<file path="src/rtl/pll_reset_sequencer.sv">
// pll_reset_sequencer
//
// Purpose:
//   Turns the PLL lock flag into the design-wide synchronous reset and a ready
//   status. Runs on the reference clock, which keeps running while the PLL is
//   unlocked. The flow is: synchronise lock, wait for a stable lock, hold reset
//   a little longer, then release. If lock never arrives within the timeout,
//   a PLL reset pulse is issued and the wait starts again. Lock-loss and
//   timeout events are counted (saturating) for debug LEDs/UART.
//
// Ports:
//   clk            in   1      reference clock
//   resetn         in   1      synchronous active-low reset
//   pll_locked     in   1      PLL lock flag, asynchronous to clk
//   pll_rst        out  1      active-high PLL reset request
//   sys_rst_n      out  1      synchronous active-low reset for downstream logic
//   ready          out  1      high while in RUN
//   lock_loss_cnt  out  CNT_W  saturating count of RUN -> lock-lost events
//   timeout_cnt    out  CNT_W  saturating count of lock timeouts
//   state          out  3      current state encoding
module pll_reset_sequencer #(
    parameter int SYNC_STAGES    = 2,
    parameter int STABLE_CYCLES  = 1024,
    parameter int HOLD_CYCLES    = 16,
    parameter int LOCK_TIMEOUT   = 2500000,
    parameter int PLL_RST_CYCLES = 25,
    parameter int CNT_W          = 8
) (
    input  logic             clk,
    input  logic             resetn,
    input  logic             pll_locked,
    output logic             pll_rst,
    output logic             sys_rst_n,
    output logic             ready,
    output logic [CNT_W-1:0] lock_loss_cnt,
    output logic [CNT_W-1:0] timeout_cnt,
    output logic [2:0]       state
);

    // The shared dwell counter only has to reach (largest count - 1).
    localparam int MAX_SH  = (STABLE_CYCLES > HOLD_CYCLES) ? STABLE_CYCLES : HOLD_CYCLES;
    localparam int MAX_TP  = (LOCK_TIMEOUT > PLL_RST_CYCLES) ? LOCK_TIMEOUT : PLL_RST_CYCLES;
    localparam int MAX_CNT = (MAX_SH > MAX_TP) ? MAX_SH : MAX_TP;
    localparam int CW      = (MAX_CNT > 1) ? $clog2(MAX_CNT) : 1;

    localparam logic [CW-1:0]    STABLE_LAST  = CW'(STABLE_CYCLES - 1);
    localparam logic [CW-1:0]    HOLD_LAST    = CW'(HOLD_CYCLES - 1);
    localparam logic [CW-1:0]    TIMEOUT_LAST = CW'(LOCK_TIMEOUT - 1);
    localparam logic [CW-1:0]    PLLRST_LAST  = CW'(PLL_RST_CYCLES - 1);
    localparam logic [CNT_W-1:0] EVT_MAX      = {CNT_W{1'b1}};

    typedef enum logic [2:0] {
        WAIT_LOCK = 3'd0,
        STABLE    = 3'd1,
        HOLD      = 3'd2,
        RUN       = 3'd3,
        PLL_RST   = 3'd4
    } state_t;

    state_t                 state_q;
    state_t                 state_d;
    logic [CW-1:0]          cnt_q;
    logic [CW-1:0]          cnt_d;
    logic [SYNC_STAGES-1:0] sync_q;
    logic                   lk_s;
    logic                   loss_evt;
    logic                   timeout_evt;

    assign lk_s  = sync_q[SYNC_STAGES-1];
    assign state = state_q;

    // Next-state decision. Any lock drop before RUN is treated as a glitch and
    // simply restarts the wait; only a drop while in RUN counts as a lock loss.
    // The dwell counter restarts on every state change and freezes in RUN,
    // where it has no meaning. Undefined encodings fall back to WAIT_LOCK.
    always_comb begin
        state_d     = state_q;
        loss_evt    = 1'b0;
        timeout_evt = 1'b0;
        case (state_q)
            WAIT_LOCK: begin
                if (lk_s) begin
                    state_d = STABLE;
                end else if (cnt_q == TIMEOUT_LAST) begin
                    state_d     = PLL_RST;
                    timeout_evt = 1'b1;
                end
            end
            STABLE: begin
                if (!lk_s) begin
                    state_d = WAIT_LOCK;
                end else if (cnt_q == STABLE_LAST) begin
                    state_d = HOLD;
                end
            end
            HOLD: begin
                if (!lk_s) begin
                    state_d = WAIT_LOCK;
                end else if (cnt_q == HOLD_LAST) begin
                    state_d = RUN;
                end
            end
            RUN: begin
                if (!lk_s) begin
                    state_d  = WAIT_LOCK;
                    loss_evt = 1'b1;
                end
            end
            PLL_RST: begin
                if (cnt_q == PLLRST_LAST) begin
                    state_d = WAIT_LOCK;
                end
            end
            default: begin
                state_d = WAIT_LOCK;
            end
        endcase

        if (state_d != state_q) begin
            cnt_d = '0;
        end else if (state_q == RUN) begin
            cnt_d = cnt_q;
        end else begin
            cnt_d = cnt_q + CW'(1);
        end
    end

    // State, synchroniser and counters. The outputs are registered from the
    // next state so they change on the same edge as state and cannot glitch.
    always_ff @(posedge clk) begin
        if (!resetn) begin
            sync_q        <= '0;
            state_q       <= WAIT_LOCK;
            cnt_q         <= '0;
            sys_rst_n     <= 1'b0;
            ready         <= 1'b0;
            pll_rst       <= 1'b0;
            lock_loss_cnt <= '0;
            timeout_cnt   <= '0;
        end else begin
            sync_q    <= {sync_q[SYNC_STAGES-2:0], pll_locked};
            state_q   <= state_d;
            cnt_q     <= cnt_d;
            sys_rst_n <= (state_d == RUN);
            ready     <= (state_d == RUN);
            pll_rst   <= (state_d == PLL_RST);
            if (loss_evt && (lock_loss_cnt != EVT_MAX)) begin
                lock_loss_cnt <= lock_loss_cnt + CNT_W'(1);
            end
            if (timeout_evt && (timeout_cnt != EVT_MAX)) begin
                timeout_cnt <= timeout_cnt + CNT_W'(1);
            end
        end
    end

endmodule

</file>
<file path="config.mk">
export PLATFORM = sky130hd
export DESIGN_NAME = pll_reset_sequencer
export DESIGN_NICKNAME = d
export VERILOG_FILES = /design/src/rtl/pll_reset_sequencer.sv
export SDC_FILE = /design/constraint.sdc
export NUM_CORES = 1
export LEC_CHECK = 0
export BUFFER_PORTS_ARGS = -buffer_cell sky130_fd_sc_hd__buf_2
export CAP_MARGIN = 10
export CELL_PAD_IN_SITES_DETAIL_PLACEMENT = 0
export CELL_PAD_IN_SITES_GLOBAL_PLACEMENT = 2
export CORE_ASPECT_RATIO = 1.1
export CORE_UTILIZATION = 34
export CTS_BUF_LIST = sky130_fd_sc_hd__clkbuf_4
export CTS_CLUSTER_SIZE = 20
export DETAILED_ROUTE_END_ITERATION = 10
export PLACE_DENSITY = 0.74
export SYNTH_ARGS = -nofsm -noshare
export SYNTH_HDL_FRONTEND = slang
export SYNTH_SLANG_ARGS = --single-unit
</file>
<file path="constraint.sdc">
create_clock -name clk -period 1.8 [get_ports clk]
set_clock_uncertainty 0.1 [all_clocks]
set_input_delay 0.09 -clock clk [delete_from_list [all_inputs] [get_ports clk]]
set_output_delay 0.09 -clock clk [all_outputs]
set_load 0.005 [all_outputs]
</file>
# --- Word level (Yosys, flattened, before mapping) ---
# Cells that the tools add are included.
word_totals:
  wordCells: 42
  out_inout_bits: 22
  reg_bits: 45
  inputBits: 3
classes:
  bitwise: 1
  muxes: 14
  reduce_logical: 4
  addsub: 3
  eq_ne: 13
ops:
  columns: ["operator", "count"]
  rows:
  - ["$mux W3", 8]
  - ["$add A22 B1 Y22 const B", 1]
  - ["$eq A22 B10 Y1 const B", 1]
  - ["$eq A22 B22 Y1 const B", 1]
  - ["$eq A22 B4 Y1 const B", 1]
  - ["$eq A22 B5 Y1 const B", 1]
  - ["$add A8 B1 Y8 const B", 2]
  - ["$ne A8 B8 Y1 const B", 2]
  - ["$pmux W3 S5", 1]
  - ["$eq A3 B2 Y1 const B", 3]
  - ["$eq A3 B3 Y1 const B", 2]
  - ["$mux W1", 5]
  - ["$eq A3 B1 Y1 const B", 1]
  - ["$logic_not A3 Y1", 1]
  - ["$ne A3 B3 Y1", 1]
  - ["$logic_and A1 B1 Y1", 2]
  - ["$reduce_or A2 Y1", 1]
  - ["$not A1 Y1", 1]

# --- Depth between registers and ports, before layout ---
# Gate-level depths: netlist (run 1).
logic_depth:
  depth_word: 6
  mapped_depth: 7
  ltp_nobuf: 7

# --- Worst setup path before layout (run 1) ---
# Ideal clock, no wire load.
synth_path:
  path_type: "reg-to-reg"
  start: "reg lock_loss_cnt[0]"
  end: "reg lock_loss_cnt[5]"
  n_path_buf: 0
  setup_time_ps: 115
  required_time_ps: 1585
  arrival_ps: 1511
  period_less_slack_ps: 1726
  path_stages_with_launch: 7
  slack_ps: 74
  cell_sequence: "dfxtp_1 ha_1 nand2_1 o311ai_4 nor3_1 xor2_1 and2_1"
synth_via:
  elab_chain_len: 2
  elab_cells_between_ends: 3
  classes_between: "add/sub (1); eq/ne (1); reduce/logical (1)"
synth_lines:
  columns: ["item", "line", "source"]
  rows:
  - ["start, declared", "35", "output logic [CNT_W-1:0] lock_loss_cnt,"]
  - ["start signal, assigned", "148", "lock_loss_cnt <= lock_loss_cnt + CNT_W'(1);"]
  - ["parallel branches: the longest is 2 deep, another holds $add A8 B1 Y8", null, null]
# Parallel ways; which one is timed is not known.
# A chain may end at the register's enable or synchronous reset.

# --- Worst setup path in the final report (run 1) ---
layout_path:
  start: "reg cnt_q[0]"
  end: "reg cnt_q[3]"
layout_via:
  elab_chain_len: 6
  elab_cells_between_ends: 15
  classes_between: "add/sub (1); eq/ne (5); mux (8); reduce/logical (1)"
layout_lines:
  columns: ["item", "line", "source"]
  rows:
  - ["start, declared", "62", "logic [CW-1:0] cnt_q;"]
  - ["start signal, assigned", "143", "cnt_q <= cnt_d;"]
  - ["$eq A22 B4 Y1, or another cell as far along", "99", "end else if (cnt_q == HOLD_LAST) begin"]
  - ["$mux W3, on equally long branches", "99, 84, 92", null]
  - ["$mux W3, on equally long branches", "97, 82, 90", null]
  - ["$pmux W3 S5", "80", "case (state_q)"]
  - ["$ne A3 B3 Y1", "119", "if (state_d != state_q) begin"]
  - ["$reduce_or A2 Y1 (no line)", null, null]
# Several ways; a longest one is shown, not always the timed one.

==> results of run 1 <==
placed cells by master, fill, tap and decap left out, types with 4 or more instances in the layout:
master and count:
and2_1 9, and4_1 4, buf_2 24, buf_4 37, clkbuf_4 6, dfxtp_1 42
ha_1 4, inv_1 7, mux2i_1 7, nand2_1 21, nand2b_1 6, nand3_1 16
nand4_1 10, nor2_1 22, nor2b_1 4, nor3_1 8, nor3_2 4, xnor2_1 6
xor2_1 23
where the power goes:
| group | internal, mW | switching, mW |
|---|---|---|
| clock | 0.158 | 0.320 |
| sequential | 1.01 | 0.00640 |
| combinational | 0.0372 | 0.0425 |
| total | 1.20 | 0.369 |
worst register-to-register path: cells and delay by family (launching register included):
kind | cells | cell delay, ps
adder cells (fa/ha/maj) | 1 | 210
AND/OR/NAND/NOR | 3 | 540
flip-flops | 1 | 350
AO/OA/AOI/OAI | 2 | 350
buffers and inverters | 1 | 150
worst max-delay path by stage:
stage                                              from                       endpoint  cells after the start
after floorplan           lock_loss_cnt[0]$_SDFFE_PN0P_  lock_loss_cnt[5]$_SDFFE_PN0P_                      6
after global placement           cnt_q[15]$_SDFFE_PP0N_          cnt_q[0]$_SDFFE_PP0N_                      6
after detailed placement          cnt_q[0]$_SDFFE_PP0N_    timeout_cnt[3]$_SDFFE_PN0P_                      7
after CTS                         cnt_q[0]$_SDFFE_PP0N_          cnt_q[0]$_SDFFE_PP0N_                      7
after global routing             cnt_q[15]$_SDFFE_PP0N_          cnt_q[1]$_SDFFE_PP0N_                      6
final                             cnt_q[0]$_SDFFE_PP0N_          cnt_q[3]$_SDFFE_PP0N_                      7
stage by stage:
step                      std cells  total power, mW  hold WS [ps]
final                           391            1.569         131.5
after global routing            391            1.655         129.2
after CTS                       388            1.600         117.1
after detailed placement        380            1.107         202.0
after global placement          380            1.107         195.8
after floorplan                 247            1.079         117.3
synth_stat cells (2+ instances only):
master / count / area (µm²)
nand4b_1: 2 / 17.52
and2_1: 9 / 56.30
xnor2_1: 6 / 52.55
or3_1: 3 / 18.77
and3_1: 3 / 18.77
mux2i_1: 7 / 70.07
ha_1: 4 / 50.05
and4_1: 4 / 35.03
nor3_1: 12 / 60.06
clkbuf_1: 2 / 7.510
buf_4: 3 / 22.52
xor2_1: 23 / 201.4
o21ai_0: 3 / 15.01
inv_1: 7 / 26.28
nand2b_1: 6 / 37.54
nor2b_1: 4 / 25.02
nor4_1: 3 / 18.77
and4bb_2: 2 / 25.02
and4b_2: 2 / 22.52
a21oi_1: 2 / 10.01
nand4_1: 10 / 62.56
a21boi_0: 2 / 15.01
dfxtp_1: 45 / 900.9
nand3_1: 16 / 80.08
nor4_4: 2 / 42.54
buf_2: 2 / 10.01
nand2_1: 21 / 78.83
nor2_1: 22 / 82.58
routing by layer:
| layer | GRT usage [%] | wire, µm | up-vias |
|---|---|---|---|
| met2 | 25.87 | 2315 | 23 |
| met4 | 4.870 | 50 | 0 |
| li1 | - | - | 992 |
| met1 | 18.92 | 2443 | 873 |
| met3 | 3.438 | 116 | 4 |
| met5 | 0 | 0 | - |
final cells by class:
| cell class | instances | area [µm²] |
|---|---|---|
| flip-flops and latches | 45 | 904.6 |
| fillers | 637 | 3453 |
| inverters | 7 | 26.28 |
| multi-input cells | 187 | 1343 |
| repair buffers | 65 | 467.9 |
| clock buffers | 6 | 45.04 |
| clock inverters | 1 | 3.754 |
| well taps | 80 | 100.1 |
sequential cells by signal, summed over array words and instances (netlist names):
name / flops
cnt_q: 22
lock_loss_cnt: 8
timeout_cnt: 8
state: 3
sync_q: 2
pll_rst: 1
ready: 1
kinds of logic after synthesis:
| kind of cell | count (synthesis) | synth area share [%] |
|---|---|---|
| buf+inv | 15 | 3.392 |
| flops | 45 | 39.39 |
| mux | 7 | 3.064 |
| compound gates | 14 | 5.362 |
| fa+ha+maj | 4 | 2.188 |
| simple gates | 133 | 35.50 |
| xor+xnor | 29 | 11.10 |
repair_timing:
item | CTS | global route
endpoints found under the setup margin | 5 | 35
endpoints found under the hold margin | 1 | 0
setup buffers | 0 | 3
hold buffers | 1 | 0
pin swaps | 0 | 5
gates resized for setup | 1 | 9
gates cloned | 0 | 0
==> impl_results.md, run 1 <==
- Final core utilization: between 40 and 50%
- Crit path setup slack, layout: around 28 ps
- Average wire per standard cell: around 13 µm
- Cells after synthesis: roughly 250
- Core Area: about 6300 µm²
- WP data arrival: ~2000 ps
- Die area: around 7100 µm²
- Pre-CTS setup slack: ~37 ps
- IO buf count: 24
- GPL Wtd Cong: roughly 0.85
- Pin count of the biggest net entering global routing: 27
- Final setup fails: 0
- Placed Area: between 2000 and 3000 µm²
- CP Max Fanout: 16
- Reg2reg start: cnt_q[0]$_SDFFE_PP0N_
- Final nets: around 320
- Status: finished clean
- Hold path startpoint: resetn
- # clock sinks: between 40 and 50
- Antenna cells: 0
- Ys flop type: dfxtp_1
- Max-Cap Viols: 0
- Avg Cell Area, Syn: approximately 9.3 µm²
- WP buf/inv: 1
- Slew @ Worst Pin: between 400 and 500 ps
- Worst vdd ir: ~0.00025 V
- Syn nets: around 250
- DR iter-0 viols: 51
- Hold Path Depth: 4
- TritonCTS clock tree: built
- Slowest-stage cell, CP: dfxtp_2
- Number of synthesized flops with an enable pin: 0
- Mapped cell area: 2287 µm²
- Count of different cell masters after synthesis: between 40 and 50
- Final Slew Violations: 0
- Layout area overhead: 26.37%
- Leakage: between 1 and 1.5 nW
- DIE HEIGHT: roughly 88 µm
- Routed via count: about 1900
- Yosys warnings: 0
- Delay-heaviest family, CP: simple AND/OR/NAND/NOR gates
- Worst path required time: approximately 2000 ps
- Seq/Total Area, Yosys: approximately 39%
- Asr flop ratio synth: 0%
- Setup slack, reg-to-reg: between 20 and 30 ps
- Initial antenna violation count: 0
- CP Capture Type: flip-flop
- Crit-path cells: ha_1, and4bb_2, nand4_4, o211ai_1, a31o_4, buf_12, nor3_1
- Remaining DRCs: 0
- Routed Antenna Nets: 0
- Number of synthesized register bits: 45
- Drt via density: between 4 and 5
- RSZ-0062 raised after global routing: yes
- CTS HTree Levels: 2
- First-pass GRT wire length: ~8200 µm
- CTS max path bufs: 2
- Routed WL: between 4000 and 5000 µm
- Hold Crit Endpoint: timeout_cnt[2]$_SDFFE_PN0P_
- I/O Pins: 25
- Initial Util: 36.06%
- Root Buffer: clkbuf_4
- Fmax: approximately 0.56 GHz
- Setup TNS: 0 ps
- Pwr per Cell Area: between 500 and 600 nW/µm²
- Site Rows: 30
- Max incr delay on CP: between 300 and 400 ps
- Layout cell share with drive strength beyond 1: a little under a third
- First-pass DRT Iterations: 4
- Hold Fails Final Rpt: 0
- Design area: about 2900 µm²
- DP Wirelength: roughly 3700 µm
- Max_slew headroom: between 70% and 80%
- Grt ovf: 0
- CP Class: reg -> reg
- Worst min path class: in -> reg
- Clock latency on the worst-skew pair: ~350 ps
- Global Route Usage Sum: between 10% and 20%
- Reg-to-reg critical path endpoint: cnt_q[3]$_SDFFE_PP0N_
- Die span in x: roughly 80 µm
- CTS buffer count: 5
- Vias in the first global route: 1798
- Tmin final: 1772 ps
- Fin crit share: roughly 98%
- R2r worst-path depth: 7
- CTS clk-pin slew, worst paths: roughly 130 ps
- CP Launch Type: flip-flop
Power figures use the tool's default switching activity.
==> run 2: changes to the inputs <==
Settings changed: CORE_UTILIZATION 34 to 41, PLACE_DENSITY 0.74 to unset, PLACE_DENSITY_LB_ADDON set to 0.08.
Clock period 1.8 ns to 2.1 ns, I/O delays scaled along.
==> impl_results.md, run 2 (same netlist as run 1, synthesis figures left out) <==
- Status: finished clean
- RSZ-0062 raised after global routing: no
- Sw frac: 20.58%
- Biggest regs: cnt_q (22), lock_loss_cnt (8), timeout_cnt (8)
- Combinational power share: 3.1%
- Final setup fails: 0
- Clk network pwr share: around two fifths
- Internal power: approximately 1.2 mW
- Leakage: between 1 and 1.5 nW
- Max FFs per register: 22
- Routed Antenna Nets: 0
- Final Slew Violations: 0
- Global Route Usage Sum: between 10% and 20%
- Die area: 5882 µm²
- Layout area overhead: 14.00%
- Pre-CTS setup slack: around 200 ps
- CTS max path bufs: 2
- Fin crit share: 91.12%
- Max_slew headroom: between 60% and 70%
- Grt ovf: 0
- Initial Util: 42.67%
- Commonest non-fill, non-tap cell in the layout: dfxtp_1
- TritonCTS clock tree: built
- Register area: roughly 900 µm²
- Design area: approximately 2600 µm²
- DIE HEIGHT: between 80 and 90 µm
- Tmin final: between 1500 and 2000 ps
- Largest Register: cnt_q
- Pwr per Cell Area: 603.0 nW/µm²
- I/O Pins: 25
- CTS HTree Levels: 2
- Multi-input logic area: ~1300 µm²
- Post-CTS Setup Bufs: 0
- CTS clk-pin slew, worst paths: approximately 140 ps
- CP Capture Type: flip-flop
- Post-cts resize count: 0
- Remaining DRCs: 0
- Max-Cap Viols: 0
- Slew @ Worst Pin: 504.0 ps
- Drt via density: ~5.0
- CP Launch Type: flip-flop
- Most frequent cells in the layout: dfxtp_1, buf_2, xor2_1
- CTS buffer count: 5
- Fmax: about 0.52 GHz
- Sequential power share: between 50% and 60%
- Die span in x: roughly 73 µm
- Core Area: around 5400 µm²
- Layout cell share with drive strength beyond 1: about a fifth
- Net Switching: roughly 0.32 mW
- # clock sinks: 45
- Hold Fails Final Rpt: 0
- Placed Area: approximately 2500 µm²
- Worst vdd ir: 0.0002690 V
- Setup TNS: 0 ps
- Crit path setup slack, layout: 186.5 ps
- First-pass GRT wire length: 7838 µm
- IO buf count: 24
- Pin count of the biggest net entering global routing: 28
- Vias in the first global route: about 1600
- Worst min path class: in -> reg
- Site Rows: 28
- Antenna cells: 0
- Final nets: approximately 280
- GPL Wtd Cong: 0.7509
- Worst path required time: approximately 2300 ps
- Final core utilization: 48.65%
- CP Max Fanout: 10
- Final non-filler cell total: between 300 and 400
- Root Buffer: clkbuf_4
- WP data arrival: around 2100 ps
- DP Wirelength: around 3300 µm
- First-pass DRT Iterations: 4
- Routed WL: 4577 µm
- Fill cells: 553
- Average wire per standard cell: 12.97 µm
- Routed via count: roughly 1800
- CP Class: reg -> reg
- DR iter-0 viols: 105
- Clock latency on the worst-skew pair: roughly 360 ps
- Initial antenna violation count: 0
- Placed cells: ~340
run 2: stage by stage:
stage                     hold WS (ps)  total power [mW]
after floorplan                  132.3            0.9250
after global placement           214.2            0.9359
after detailed placement         215.0            0.9359
after CTS                        70.75             1.603
after global routing             102.4             1.639
final                            81.80             1.572
run 2: final cells by class:
type | count | area share, %
Clock buffer | 5 | 1.440
Clock inverter | 3 | 2.495
Inverter | 7 | 1.008
Multi-Input combinational cell | 187 | 50.19
Sequential cell | 45 | 34.55
Tap cell | 75 | 3.599
Timing Repair Buffer | 31 | 6.718
run 2: metal layers:
| metal | share of wire, % | track usage, % |
|---|---|---|
| met1 | 49 | 23.41 |
| met4 | 1.3 | 5.882 |
| met2 | 45 | 26.57 |
| met3 | 4.2 | 4.893 |
| met5 | 0 | 0 |
run 2: repair_timing:
| item | in CTS | in global routing |
|---|---|---|
| setup endpoints to repair | 0 | 0 |
| hold endpoints to repair | 1 | 0 |
| hold buffers | 1 | 0 |
run 2: critical path, cell delays in order (launching register included):
cell      delay (ps)
dfxtp_1          400
and3b_1          480
o311ai_4         260
or3_1            370
xnor2_1          140
nor2b_1           60
run 2: worst paths after layout:
check	start	end	slack, ps	cells past startpoint
setup / recovery	state[2]$_SDFF_PN0_	lock_loss_cnt[6]$_SDFFE_PN0P_	190	5
hold / removal	resetn	timeout_cnt[5]$_SDFFE_PN0P_	80	3
setup reg to reg	state[2]$_SDFF_PN0_	lock_loss_cnt[6]$_SDFFE_PN0P_	190	5
hold reg to reg	sync_q[0]$_SDFF_PN0_	sync_q[1]$_SDFF_PN0_	350	1
run 2: power groups by stage:
stage,clock [mW],combinational (mW),sequential (mW)
2_1_floorplan,0,0.0405,0.884
4_1_cts,0.684,0.0511,0.868
3_5_place_dp,0,0.0495,0.886
5_1_grt,0.713,0.0562,0.869
6_report,0.656,0.0489,0.867
3_3_place_gp,0,0.0497,0.886
